**config.mk**
```make
export PLATFORM = sky130hd
export DESIGN_NAME = flit_receiver_flat
export DESIGN_NICKNAME = d
export VERILOG_FILES = /design/src/rtl/flit_receiver_pkg.sv /design/src/rtl/flit_receiver_if.sv /design/src/rtl/flit_rx_vc_fsm.sv /design/src/rtl/flit_receiver.sv /design/src/flat_wrapper.sv
export SDC_FILE = /design/constraint.sdc
export NUM_CORES = 1
export LEC_CHECK = 0
export ABC_CLOCK_PERIOD_IN_PS = 11000
export BUFFER_PORTS_ARGS = -buffer_cell sky130_fd_sc_hd__buf_2
export CAP_MARGIN = 20
export CORE_AREA = 4 4 155 157
export CTS_CLUSTER_SIZE = 25
export DETAILED_ROUTE_END_ITERATION = 8
export DIE_AREA = 0 0 159 161
export PLACE_DENSITY = 0.86
export RECOVER_POWER = 100
export SLEW_MARGIN = 20
export SYNTH_ARGS = -nofsm -noshare
export SYNTH_HDL_FRONTEND = slang
export SYNTH_HIERARCHICAL = 1
export SYNTH_SLANG_ARGS = --single-unit
```
**constraint.sdc**
```tcl
create_clock -name clk -period 11 [get_ports clk]
set_input_delay 0.55 -clock clk [delete_from_list [all_inputs] [get_ports clk]]
set_output_delay 0.55 -clock clk [all_outputs]
set_load 0.005 [all_outputs]
```
**src/rtl/flit_receiver_pkg.sv**
```systemverilog
// Shared types for the flit receiver: flit type encodings, error codes, VC FSM state.
// Pure declarations; no latency, no backpressure.
package flit_receiver_pkg;

    localparam int FLIT_TYPEW = 2;

    localparam logic ENABLE  = 1'b1;
    localparam logic DISABLE = 1'b0;
    localparam logic HIGH    = 1'b1;
    localparam logic LOW     = 1'b0;

    typedef enum logic [FLIT_TYPEW-1:0] {
        TYPE_NONE = 2'd0,
        TYPE_HEAD = 2'd1,
        TYPE_DATA = 2'd2,
        TYPE_TAIL = 2'd3
    } flit_type_e;

    typedef enum logic [1:0] {
        ERR_NOHEAD  = 2'd0,
        ERR_NOTAIL  = 2'd1,
        ERR_OVERLEN = 2'd2,
        ERR_BADTYPE = 2'd3
    } err_code_e;

    typedef enum logic {
        VC_IDLE = 1'b0,
        VC_BODY = 1'b1
    } vc_state_e;

    typedef struct packed {
        logic      done;
        logic      err;
        err_code_e code;
    } vc_evt_t;

endpackage

```
**src/rtl/flit_receiver_if.sv**
```systemverilog
// Flit link as seen from a mux output port: data, qualifier and virtual channel.
// No handshake back to the source; the sink is always ready.
interface flit_receiver_if #(
    parameter int DATAW_P1 = 66,
    parameter int VCHW_P1  = 1
);
    logic [DATAW_P1-1:0] idata;
    logic                ivalid;
    logic [VCHW_P1-1:0]  ivch;

    modport master (output idata, ivalid, ivch);
    modport slave  (input  idata, ivalid, ivch);
endinterface

```
**src/rtl/flit_rx_vc_fsm.sv**
```systemverilog
// Per-VC framing checker: IDLE/BODY state plus running packet length.
// Decode is combinational on the current flit; state updates on the sampling edge; never stalls.
module flit_rx_vc_fsm
    import flit_receiver_pkg::*;
#(
    parameter int LENW   = 8,
    parameter int MAXLEN = 64
) (
    input  logic            clk,
    input  logic            rst_,
    input  logic            flit_vld,
    input  flit_type_e      ftype,
    output vc_evt_t         evt,
    output logic [LENW-1:0] done_len
);

    vc_state_e       state, state_nxt;
    logic [LENW-1:0] len, len_nxt, len_inc;
    logic            at_max;

    assign len_inc  = len + LENW'(1);
    assign at_max   = (len_inc == LENW'(MAXLEN));
    assign done_len = len_inc;

    always_ff @(posedge clk or negedge rst_) begin
        if (!rst_) begin
            state <= VC_IDLE;
            len   <= '0;
        end else begin
            state <= state_nxt;
            len   <= len_nxt;
        end
    end

    always_comb begin
        state_nxt = state;
        len_nxt   = len;
        if (flit_vld) begin
            unique case (state)
                VC_IDLE: begin
                    if (ftype == TYPE_HEAD) begin
                        state_nxt = VC_BODY;
                        len_nxt   = LENW'(1);
                    end
                end
                VC_BODY: begin
                    case (ftype)
                        TYPE_HEAD: len_nxt = LENW'(1);
                        TYPE_DATA: begin
                            if (at_max) begin
                                state_nxt = VC_IDLE;
                                len_nxt   = '0;
                            end else begin
                                len_nxt = len_inc;
                            end
                        end
                        TYPE_TAIL: begin
                            state_nxt = VC_IDLE;
                            len_nxt   = '0;
                        end
                        default: ;
                    endcase
                end
                default: ;
            endcase
        end
    end

    always_comb begin
        evt = '0;
        if (flit_vld) begin
            if (state == VC_IDLE) begin
                if (ftype == TYPE_DATA || ftype == TYPE_TAIL) begin
                    evt.err  = HIGH;
                    evt.code = ERR_NOHEAD;
                end
            end else begin
                case (ftype)
                    TYPE_HEAD: begin
                        evt.err  = HIGH;
                        evt.code = ERR_NOTAIL;
                    end
                    TYPE_DATA: begin
                        if (at_max) begin
                            evt.err  = HIGH;
                            evt.code = ERR_OVERLEN;
                        end
                    end
                    TYPE_TAIL: evt.done = HIGH;
                    default: ;
                endcase
            end
        end
    end

endmodule

```
**src/rtl/flit_receiver.sv**
```systemverilog
// Link sink: per-VC framing check, completed-packet report, utilization and toggle statistics.
// All outputs registered one cycle from the sampling edge; always ready, never backpressures.
module flit_receiver
    import flit_receiver_pkg::*;
#(
    parameter int DATAW_P1 = 66,
    parameter int TYPEW    = FLIT_TYPEW,
    parameter int VCH      = 2,
    parameter int VCHW_P1  = 1,
    parameter int LENW     = 8,
    parameter int MAXLEN   = 64,
    parameter int CNTW     = 32
) (
    input  logic               clk,
    input  logic               rst_,
    input  logic               clr,
    flit_receiver_if.slave     link,
    output logic               pkt_done,
    output logic [LENW-1:0]    pkt_len,
    output logic [VCHW_P1-1:0] pkt_vch,
    output logic               err,
    output logic [1:0]         err_code,
    output logic [CNTW-1:0]    flit_cnt,
    output logic [CNTW-1:0]    pkt_cnt,
    output logic [CNTW-1:0]    cyc_cnt,
    output logic [CNTW-1:0]    toggle_cnt
);

    localparam int PCW = $clog2(DATAW_P1 + 1);

    flit_type_e          ftype;
    logic                typed, bad;
    logic [VCH-1:0]      vc_vld;
    vc_evt_t             vc_evt [VCH];
    logic [LENW-1:0]     vc_len [VCH];
    vc_evt_t             evt;
    logic [LENW-1:0]     evt_len;
    logic [DATAW_P1-1:0] prev_flit;
    logic                prev_vld;
    logic [PCW-1:0]      pop;

    assign ftype = flit_type_e'(link.idata[DATAW_P1-1 -: TYPEW]);
    assign typed = link.ivalid && (ftype != TYPE_NONE);
    assign bad   = link.ivalid && (ftype == TYPE_NONE);

    for (genvar v = 0; v < VCH; v++) begin : g_vc
        assign vc_vld[v] = typed && (link.ivch == VCHW_P1'(v));

        flit_rx_vc_fsm #(
            .LENW   (LENW),
            .MAXLEN (MAXLEN)
        ) u_fsm (
            .clk      (clk),
            .rst_     (rst_),
            .flit_vld (vc_vld[v]),
            .ftype    (ftype),
            .evt      (vc_evt[v]),
            .done_len (vc_len[v])
        );
    end

    // Only the addressed VC can raise an event in a cycle, so indexing by ivch is the arbiter.
    assign evt     = vc_evt[link.ivch];
    assign evt_len = vc_len[link.ivch];

    always_comb begin
        pop = '0;
        for (int i = 0; i < DATAW_P1; i++) begin
            pop = pop + PCW'(link.idata[i] ^ prev_flit[i]);
        end
    end

    function automatic logic [CNTW-1:0] sat_add(input logic [CNTW-1:0] a,
                                                input logic [CNTW-1:0] b);
        logic [CNTW:0] s;
        s = {1'b0, a} + {1'b0, b};
        return s[CNTW] ? '1 : s[CNTW-1:0];
    endfunction

    always_ff @(posedge clk or negedge rst_) begin
        if (!rst_) begin
            pkt_done <= LOW;
            pkt_len  <= '0;
            pkt_vch  <= '0;
            err      <= LOW;
            err_code <= '0;
        end else begin
            pkt_done <= evt.done;
            err      <= evt.err | bad;
            if (evt.done) begin
                pkt_len <= evt_len;
                pkt_vch <= link.ivch;
            end
            if (bad) begin
                err_code <= ERR_BADTYPE;
            end else if (evt.err) begin
                err_code <= evt.code;
            end
        end
    end

    always_ff @(posedge clk or negedge rst_) begin
        if (!rst_) begin
            flit_cnt   <= '0;
            pkt_cnt    <= '0;
            cyc_cnt    <= '0;
            toggle_cnt <= '0;
        end else if (clr) begin
            flit_cnt   <= '0;
            pkt_cnt    <= '0;
            cyc_cnt    <= '0;
            toggle_cnt <= '0;
        end else begin
            cyc_cnt <= sat_add(cyc_cnt, CNTW'(1));
            if (typed) begin
                flit_cnt <= sat_add(flit_cnt, CNTW'(1));
            end
            if (evt.done) begin
                pkt_cnt <= sat_add(pkt_cnt, CNTW'(1));
            end
            if (typed && prev_vld) begin
                toggle_cnt <= sat_add(toggle_cnt, CNTW'(pop));
            end
        end
    end

    // The toggle reference survives clr so activity stays continuous across measurement windows.
    always_ff @(posedge clk or negedge rst_) begin
        if (!rst_) begin
            prev_flit <= '0;
            prev_vld  <= LOW;
        end else if (typed) begin
            prev_flit <= link.idata;
            prev_vld  <= HIGH;
        end
    end

endmodule

```
**src/flat_wrapper.sv**
```systemverilog
// flat-port wrapper written by rule: the top's interface ports become plain ports
module flit_receiver_flat import flit_receiver_pkg::*;
#(
    parameter int DATAW_P1 = 66,
    parameter int TYPEW    = FLIT_TYPEW,
    parameter int VCH      = 2,
    parameter int VCHW_P1  = 1,
    parameter int LENW     = 8,
    parameter int MAXLEN   = 64,
    parameter int CNTW     = 32
)
  (clk, rst_, clr, pkt_done, pkt_len, pkt_vch, err, err_code, flit_cnt, pkt_cnt, cyc_cnt, toggle_cnt, link_idata, link_ivalid, link_ivch);
  flit_receiver_if #(.DATAW_P1(DATAW_P1), .VCHW_P1(VCHW_P1)) link_i ();
  input  logic clk;
  input  logic rst_;
  input  logic clr;
  output logic pkt_done;
  output logic [LENW-1:0] pkt_len;
  output logic [VCHW_P1-1:0] pkt_vch;
  output logic err;
  output logic [1:0] err_code;
  output logic [CNTW-1:0] flit_cnt;
  output logic [CNTW-1:0] pkt_cnt;
  output logic [CNTW-1:0] cyc_cnt;
  output logic [CNTW-1:0] toggle_cnt;
  input wire logic [$bits(link_i.idata)-1:0] link_idata;
  input wire logic [$bits(link_i.ivalid)-1:0] link_ivalid;
  input wire logic [$bits(link_i.ivch)-1:0] link_ivch;
  assign link_i.idata = link_idata;
  assign link_i.ivalid = link_ivalid;
  assign link_i.ivch = link_ivch;
  flit_receiver #(.DATAW_P1(DATAW_P1), .TYPEW(TYPEW), .VCH(VCH), .VCHW_P1(VCHW_P1), .LENW(LENW), .MAXLEN(MAXLEN), .CNTW(CNTW)) u_core (.clk(clk), .rst_(rst_), .clr(clr), .link(link_i), .pkt_done(pkt_done), .pkt_len(pkt_len), .pkt_vch(pkt_vch), .err(err), .err_code(err_code), .flit_cnt(flit_cnt), .pkt_cnt(pkt_cnt), .cyc_cnt(cyc_cnt), .toggle_cnt(toggle_cnt));
endmodule
```
Word level (Yosys, flattened, before mapping). Cells that the tools add are included. Widths: inputs -> output; s select.

Equal/unequal tests: 9. Bitwise logic cells: 71. Reductions and logical operators: 14. Shift operators: 0. Mux-type cells: 45. $lt $le $gt $ge: 1. Div/mod/pow operators: 0. Add/sub/neg operators: 71. $mul: 0.

Operators by type and width (number): $add 7x7->7 (65); $mux 32 (11); $add 32x1->33 const B (3); $xor 1x1->1 (66); $mux 8 (6); $pmux 8 s3 (2); $add 32x7->33 (1); $pmux 8 s2 (2); $mux 4 (5); $add 8x1->8 const B (2); $eq 8x7->1 const B (2); $mux 3 (5); $pmux 3 s2 (2); $reduce_bool 2->1 (5); $ne 4x1->1 const B (2); $pmux 1 s2 (4); $mux 1 (6); $reduce_and 3->1 (2); $logic_and 1x1->1 (5); $eq 2x2->1 const B (2); $mux 2 (2); $not 1->1 (3); $eq 2x1->1 const B (1); $ge 2x2->1 const B (1); other kinds (6) (6).

Latch bits: 0. Memories: 0. Output and inout port bits: 141. Bits in writable memories: 0. Register bits after elaboration: 226. Word-level logic and storage cells: 226. Bits in read-only memories: 0.

Logic depth before layout (Yosys ltp).
Depth after elaboration: 70. Depth in mapped cells: 23.

Modules after synthesis. The synthesis kept the hierarchy.

Modules (own cells, without submodules): flit_receiver (area each 12474.5 um^2, times used 1, seq. area each 5205.0 um^2, cells each 1307); flit_rx_vc_fsm (u_core.g_vc[0].u_fsm) (area each 814.5 um^2, times used 1, seq. area each 225.2 um^2, cells each 89); flit_rx_vc_fsm (u_core.g_vc[1].u_fsm) (area each 699.4 um^2, times used 1, seq. area each 225.2 um^2, cells each 76).

Worst setup path after synthesis. No wires, ideal clock.

Kind: input to register. Start: input link_idata[16]. End: register u_core.toggle_cnt[20]. Library setup time: 120 ps. Arrival: 6881 ps. Path buffers: 0. Stages: 21. Path slack: 4000 ps. Cells stage by stage: xor2_1 -> fa_1 -> inv_1 -> fa_1 -> inv_1 -> fa_1 -> fa_1 -> fa_1 -> fa_1 -> inv_1 -> fa_1 -> fa_1 -> fa_1 -> inv_1 -> fa_1 -> a21o_1 -> a221oi_2 -> o22a_2 -> nor2_1 -> a21o_1 -> and3_1.

Cells in the longest elaborated chain, start to end: 55.

RTL lines: from (decl) (RTL line flat_wrapper.sv:26) `input wire logic [$bits(link_i.idata)-1:0] link_idata;`; $xor 1x1->1 (RTL line flit_receiver.sv:69) `pop = pop + PCW'(link.idata[i] ^ prev_flit[i]);`; $add 7x7->7 (50 in series) (RTL line flit_receiver.sv:69); $add 32x7->33 (RTL line flit_receiver.sv:76) `s = {1'b0, a} + {1'b0, b};`; $mux 32 (RTL line flit_receiver.sv:77) `return s[CNTW] ? '1 : s[CNTW-1:0];`; $mux 32 (RTL line flit_receiver.sv:121) `if (typed && prev_vld) begin`; $mux 32 (RTL line flit_receiver.sv:108) `end else if (clr) begin`; to (signal assigned) (RTL line flit_receiver.sv:122) `toggle_cnt <= sat_add(toggle_cnt, CNTW'(pop));`; to (decl) (RTL line flit_receiver.sv:26) `output logic [CNTW-1:0] toggle_cnt`.

No other way between the ends. The select of a mux whose other input is x is not followed. A chain may end at the register's enable or synchronous reset.

Worst setup path after layout.
Start: register u_core.prev_flit[32]. End: register u_core.toggle_cnt[9].

Cells in the longest elaborated chain, start to end: 39.

RTL lines: from (decl) (RTL line flit_receiver.sv:38) `logic [DATAW_P1-1:0] prev_flit;`; from (signal assigned) (RTL line flit_receiver.sv:133) `prev_flit <= link.idata;`; $xor 1x1->1 (RTL line flit_receiver.sv:69); $add 7x7->7 (34 in series) (RTL line flit_receiver.sv:69); $add 32x7->33 (RTL line flit_receiver.sv:76); $mux 32 (RTL line flit_receiver.sv:77); $mux 32 (RTL line flit_receiver.sv:121); $mux 32 (RTL line flit_receiver.sv:108).

No other way between the ends. The select of a mux whose other input is x is not followed.

==> flow_summary.yaml <==
run_status:
  status: "finished with violations"
  violations: "max-capacitance violations, max-slew violations"
yosys:
  synthesis.area_sq_um: 14000
  synth_simple_gate_area_share_pct: 21.3
  synth_fa_ha_area_share_pct: 12.1
  yosysSeqAreaShare_pct: 40.4
  yosysWarnings: 6
  synth_compound_area_share_pct: 12.9
  synth_top_family_by_area: "simple AND/OR/NAND/NOR gates"
  synthFlopType: "dfrtp_1"
  syn_area_per_cell_sq_um: 9.50
  ys_ff_latch: 226
  synth.distinct_cells: 84
  synth.mux.area_fraction_pct: 1.94
  async_reset_ff_share_pct: 100
  syn_nets: 1643
  synth_xor_area_share_pct: 6.94
  syn_inst: 1472
  synth_edf_count: 0
cells_and_area:
  layout_common_cells: "nand2_1 (274), dfrtp_1 (226), buf_2 (128)"
  syn_to_final_growth_pct: 14.1
  mostFrequentLayoutCell: "nand2_1"
  fillers: 1742
  drive_gt1_share_pct: 13.2
  nNetsFinal: 1823
  fin_util_pct: 70.9
sta:
  min_period_ns: 8.02
  report.final.setup_viol: 0
  setup_ws_ns: 2.98
  final_hold_viol_count: 0
  setup_tns_ns: 0
  slew_violations: 393
  worst-slew-pin-transition_ns: 5.54
  rsz0062_at_grt: "no"
  min_period_over_period_pct: 72.9
  fmax_ghz: 0.125
  skew_ns: 0.00842
  relSlewSlack_pct: -269
worst_setup_path:
  crit_fanout: 13
  max_stage_delay_ns: 0.82
  r2r-start: "u_core/prev_flit[32]"
  startpoint_type: "flip-flop"
  regToRegSetupSlack_ns: 2.98
  timing.rr.end: "u_core/toggle_cnt[9]"
  required_ns: 11.41
  cp_slowest_cell: "a21oi_1"
  cp_cell_sequence: "xor2_1 -> fa_1 -> fa_1 -> inv_1 -> fa_1 -> inv_1 -> fa_1 -> fa_1 -> fa_1 -> inv_1 -> fa_1 -> fa_1 -> fa_1 -> inv_1 -> fa_1 -> a21o_1 -> a221oi_1 -> o22ai_1 -> a21oi_1 -> o211ai_1 -> o2111a_1"
  crit_type: "reg -> reg"
  crit_path_end_kind: "flip-flop"
  worstPathArrival_ns: 8.43
  worst_path_most_repeated_cell: "fa_1"
  r2r_cells: 21
clock_network:
  ctsResizeCount: 0
  cts_hold_buf: 0
  htree_levels: 1
  cts_setup_buffers: 0
  clock_sinks: 226
  cts_tree: "built"
  ctsRootBufferMaster: "clkbuf_16"
  insertion_delay_ns: 0.52
  path_clk_slew_ns: 0.06
  cts_buffers: 26
  clockBufferDepth: 3
placed_design:
  post-place-ws_ns: 3.00
  io_buffers: 211
  hpwlAfterDp_mm: 25.2
  gp_congestion: 0.921
die:
  row_count: 55
  fp.dieH_um: 161
  fp.dieW_um: 159
  io-pin-count: 212
  start_util_pct: 62.2
  dieArea_sq_um: 25600
  coreArea_sq_um: 22500
global_route:
  grt_max_degree: 103
  grt_pass1_wl_mm: 58.5
  grt_pass1_vias: 11600
  grt_usage_pct: 27.1
  overflow: 0
  antenna_found_initial: 3
routing:
  drc: 0
  ant_nets: 0
  drt_iter0_drc: 1019
  firstDrtPassIters: 6
  vias: 11800
  wl_per_cell_um: 18.2
  via_per_inst: 6.01
  drt_wl_total_mm: 35.6
min_path:
  hold_start: "link_idata[4]"
  worstHoldPathType: "in -> reg"
  hold_end: "u_core/prev_flit[4]"
  hold_depth: 3
run:
  maxCapViolCount: 5
[how the worst max path moves through the flow]
| stage | start | endpoint | slack (ns) | cells after the start |
|---|---|---|---|---|
| 4_1_cts | u_core/prev_flit[32] | u_core/toggle_cnt[9] | 3.29 | 21 |
| 6_report | u_core/prev_flit[32] | u_core/toggle_cnt[9] | 2.98 | 21 |
| 3_3_place_gp | link_idata[16] | u_core/toggle_cnt[9] | 3.18 | 22 |
| 2_1_floorplan | link_idata[16] | u_core/toggle_cnt[20] | 4.00 | 21 |
| 5_1_grt | rst_ | u_core/prev_flit[22] | 2.06 | 2 |
| 3_5_place_dp | link_idata[46] | u_core/toggle_cnt[9] | 3.00 | 22 |
[worst max-delay path: cells and delay by family, from the launching register on]
kind / cells / cell delay [ns]
AOI/OAI and AO/OA: 6 / 2.30
adders and majority gates: 10 / 4.77
DFF: 1 / 0.40
xor gates and xnor gates: 1 / 0.23
buffers and inverters: 4 / 0.24
[routing by layer]
layer / wire length (um) / vias up / GRT usage [%]
met4: 1270 / 0 / 9.86
met2: 17000 / 475 / 43.9
li1: - / 5477 / -
met1: 14800 / 5737 / 37.0
met3: 2550 / 90 / 5.10
met5: 0 / - / 0
[sequential cells by signal, summed over array words and instances (netlist names)]
name and flops:
u_core/pkt_len 8, u_core/pkt_vch 1, u_core/pkt_done 1, u_core/cyc_cnt 32
u_core/g_vc.u_fsm/len 16, u_core/pkt_cnt 32, u_core/toggle_cnt 32, u_core/flit_cnt 32
u_core/prev_vld 1, u_core/g_vc.u_fsm/state 2, u_core/err_code 2, u_core/prev_flit 66
u_core/err 1
[final cells by class]
type | instances | area, sq um | share of cell area, %
inverter | 82 | 308 | 1.93
antenna | 3 | 7.51 | 0.0471
sequential | 226 | 5660 | 35.4
clock buffer | 34 | 742 | 4.65
tap | 285 | 357 | 2.23
timing repair buffer | 218 | 990 | 6.20
clock inverter | 14 | 248 | 1.55
multi-input combinational | 1098 | 7650 | 47.9
[logic make-up (layout without fill, tap and decap cells)]
| kind of cell | count (synthesis) | after routing |
|---|---|---|
| simple gates | 590 | 590 |
| flops | 226 | 226 |
| other cells | 0 | 3 |
| mux | 26 | 26 |
| buf+inv | 148 | 348 |
| compound gates | 272 | 272 |
| fa+ha+maj | 100 | 100 |
| xor+xnor | 110 | 110 |
[stage by stage]
stage,hold WS (ns),instances,instance area [sq um]
after global routing,0.226,1960,16000
after detailed placement,0.469,1909,15200
final,0.243,1960,16000
after CTS,0.103,1957,16200
after floorplan,0.254,1472,14000
after global placement,0.458,1909,15200
[synth_stat cells (4+ instances only)]
cell	count	area, sq um
nand2_1	273	1020
dfrtp_1	226	5660
nor2_1	84	315
inv_1	82	308
a21oi_1	80	400
xor2_1	74	648
fa_1	58	1160
nand3_1	52	260
o21ai_0	47	235
clkbuf_1	42	158
ha_1	42	526
and3_1	38	238
xnor2_1	35	307
a31oi_1	34	213
nor3_1	31	155
a211oi_1	22	165
and4_1	22	193
a311oi_1	21	184
mux2i_1	20	200
nand4_1	17	106
and2_1	13	81.3
buf_2	11	55.1
a21o_1	8	60.1
o21a_1	7	52.6
buf_4	6	45.0
nand4_2	6	75.1
mux2_2	5	56.3
nand2b_1	5	31.3
o211a_1	5	50.1
or3_1	5	31.3
a22o_1	4	35.0
a31o_2	4	35.0
a32o_1	4	40.0
buf_6	4	45.0
nand3_2	4	40.0
nor3_2	4	40.0
Power is left out: the tool's default activity adds up to more than one toggle a clock period on the data nets, which glitch-free logic cannot reach.
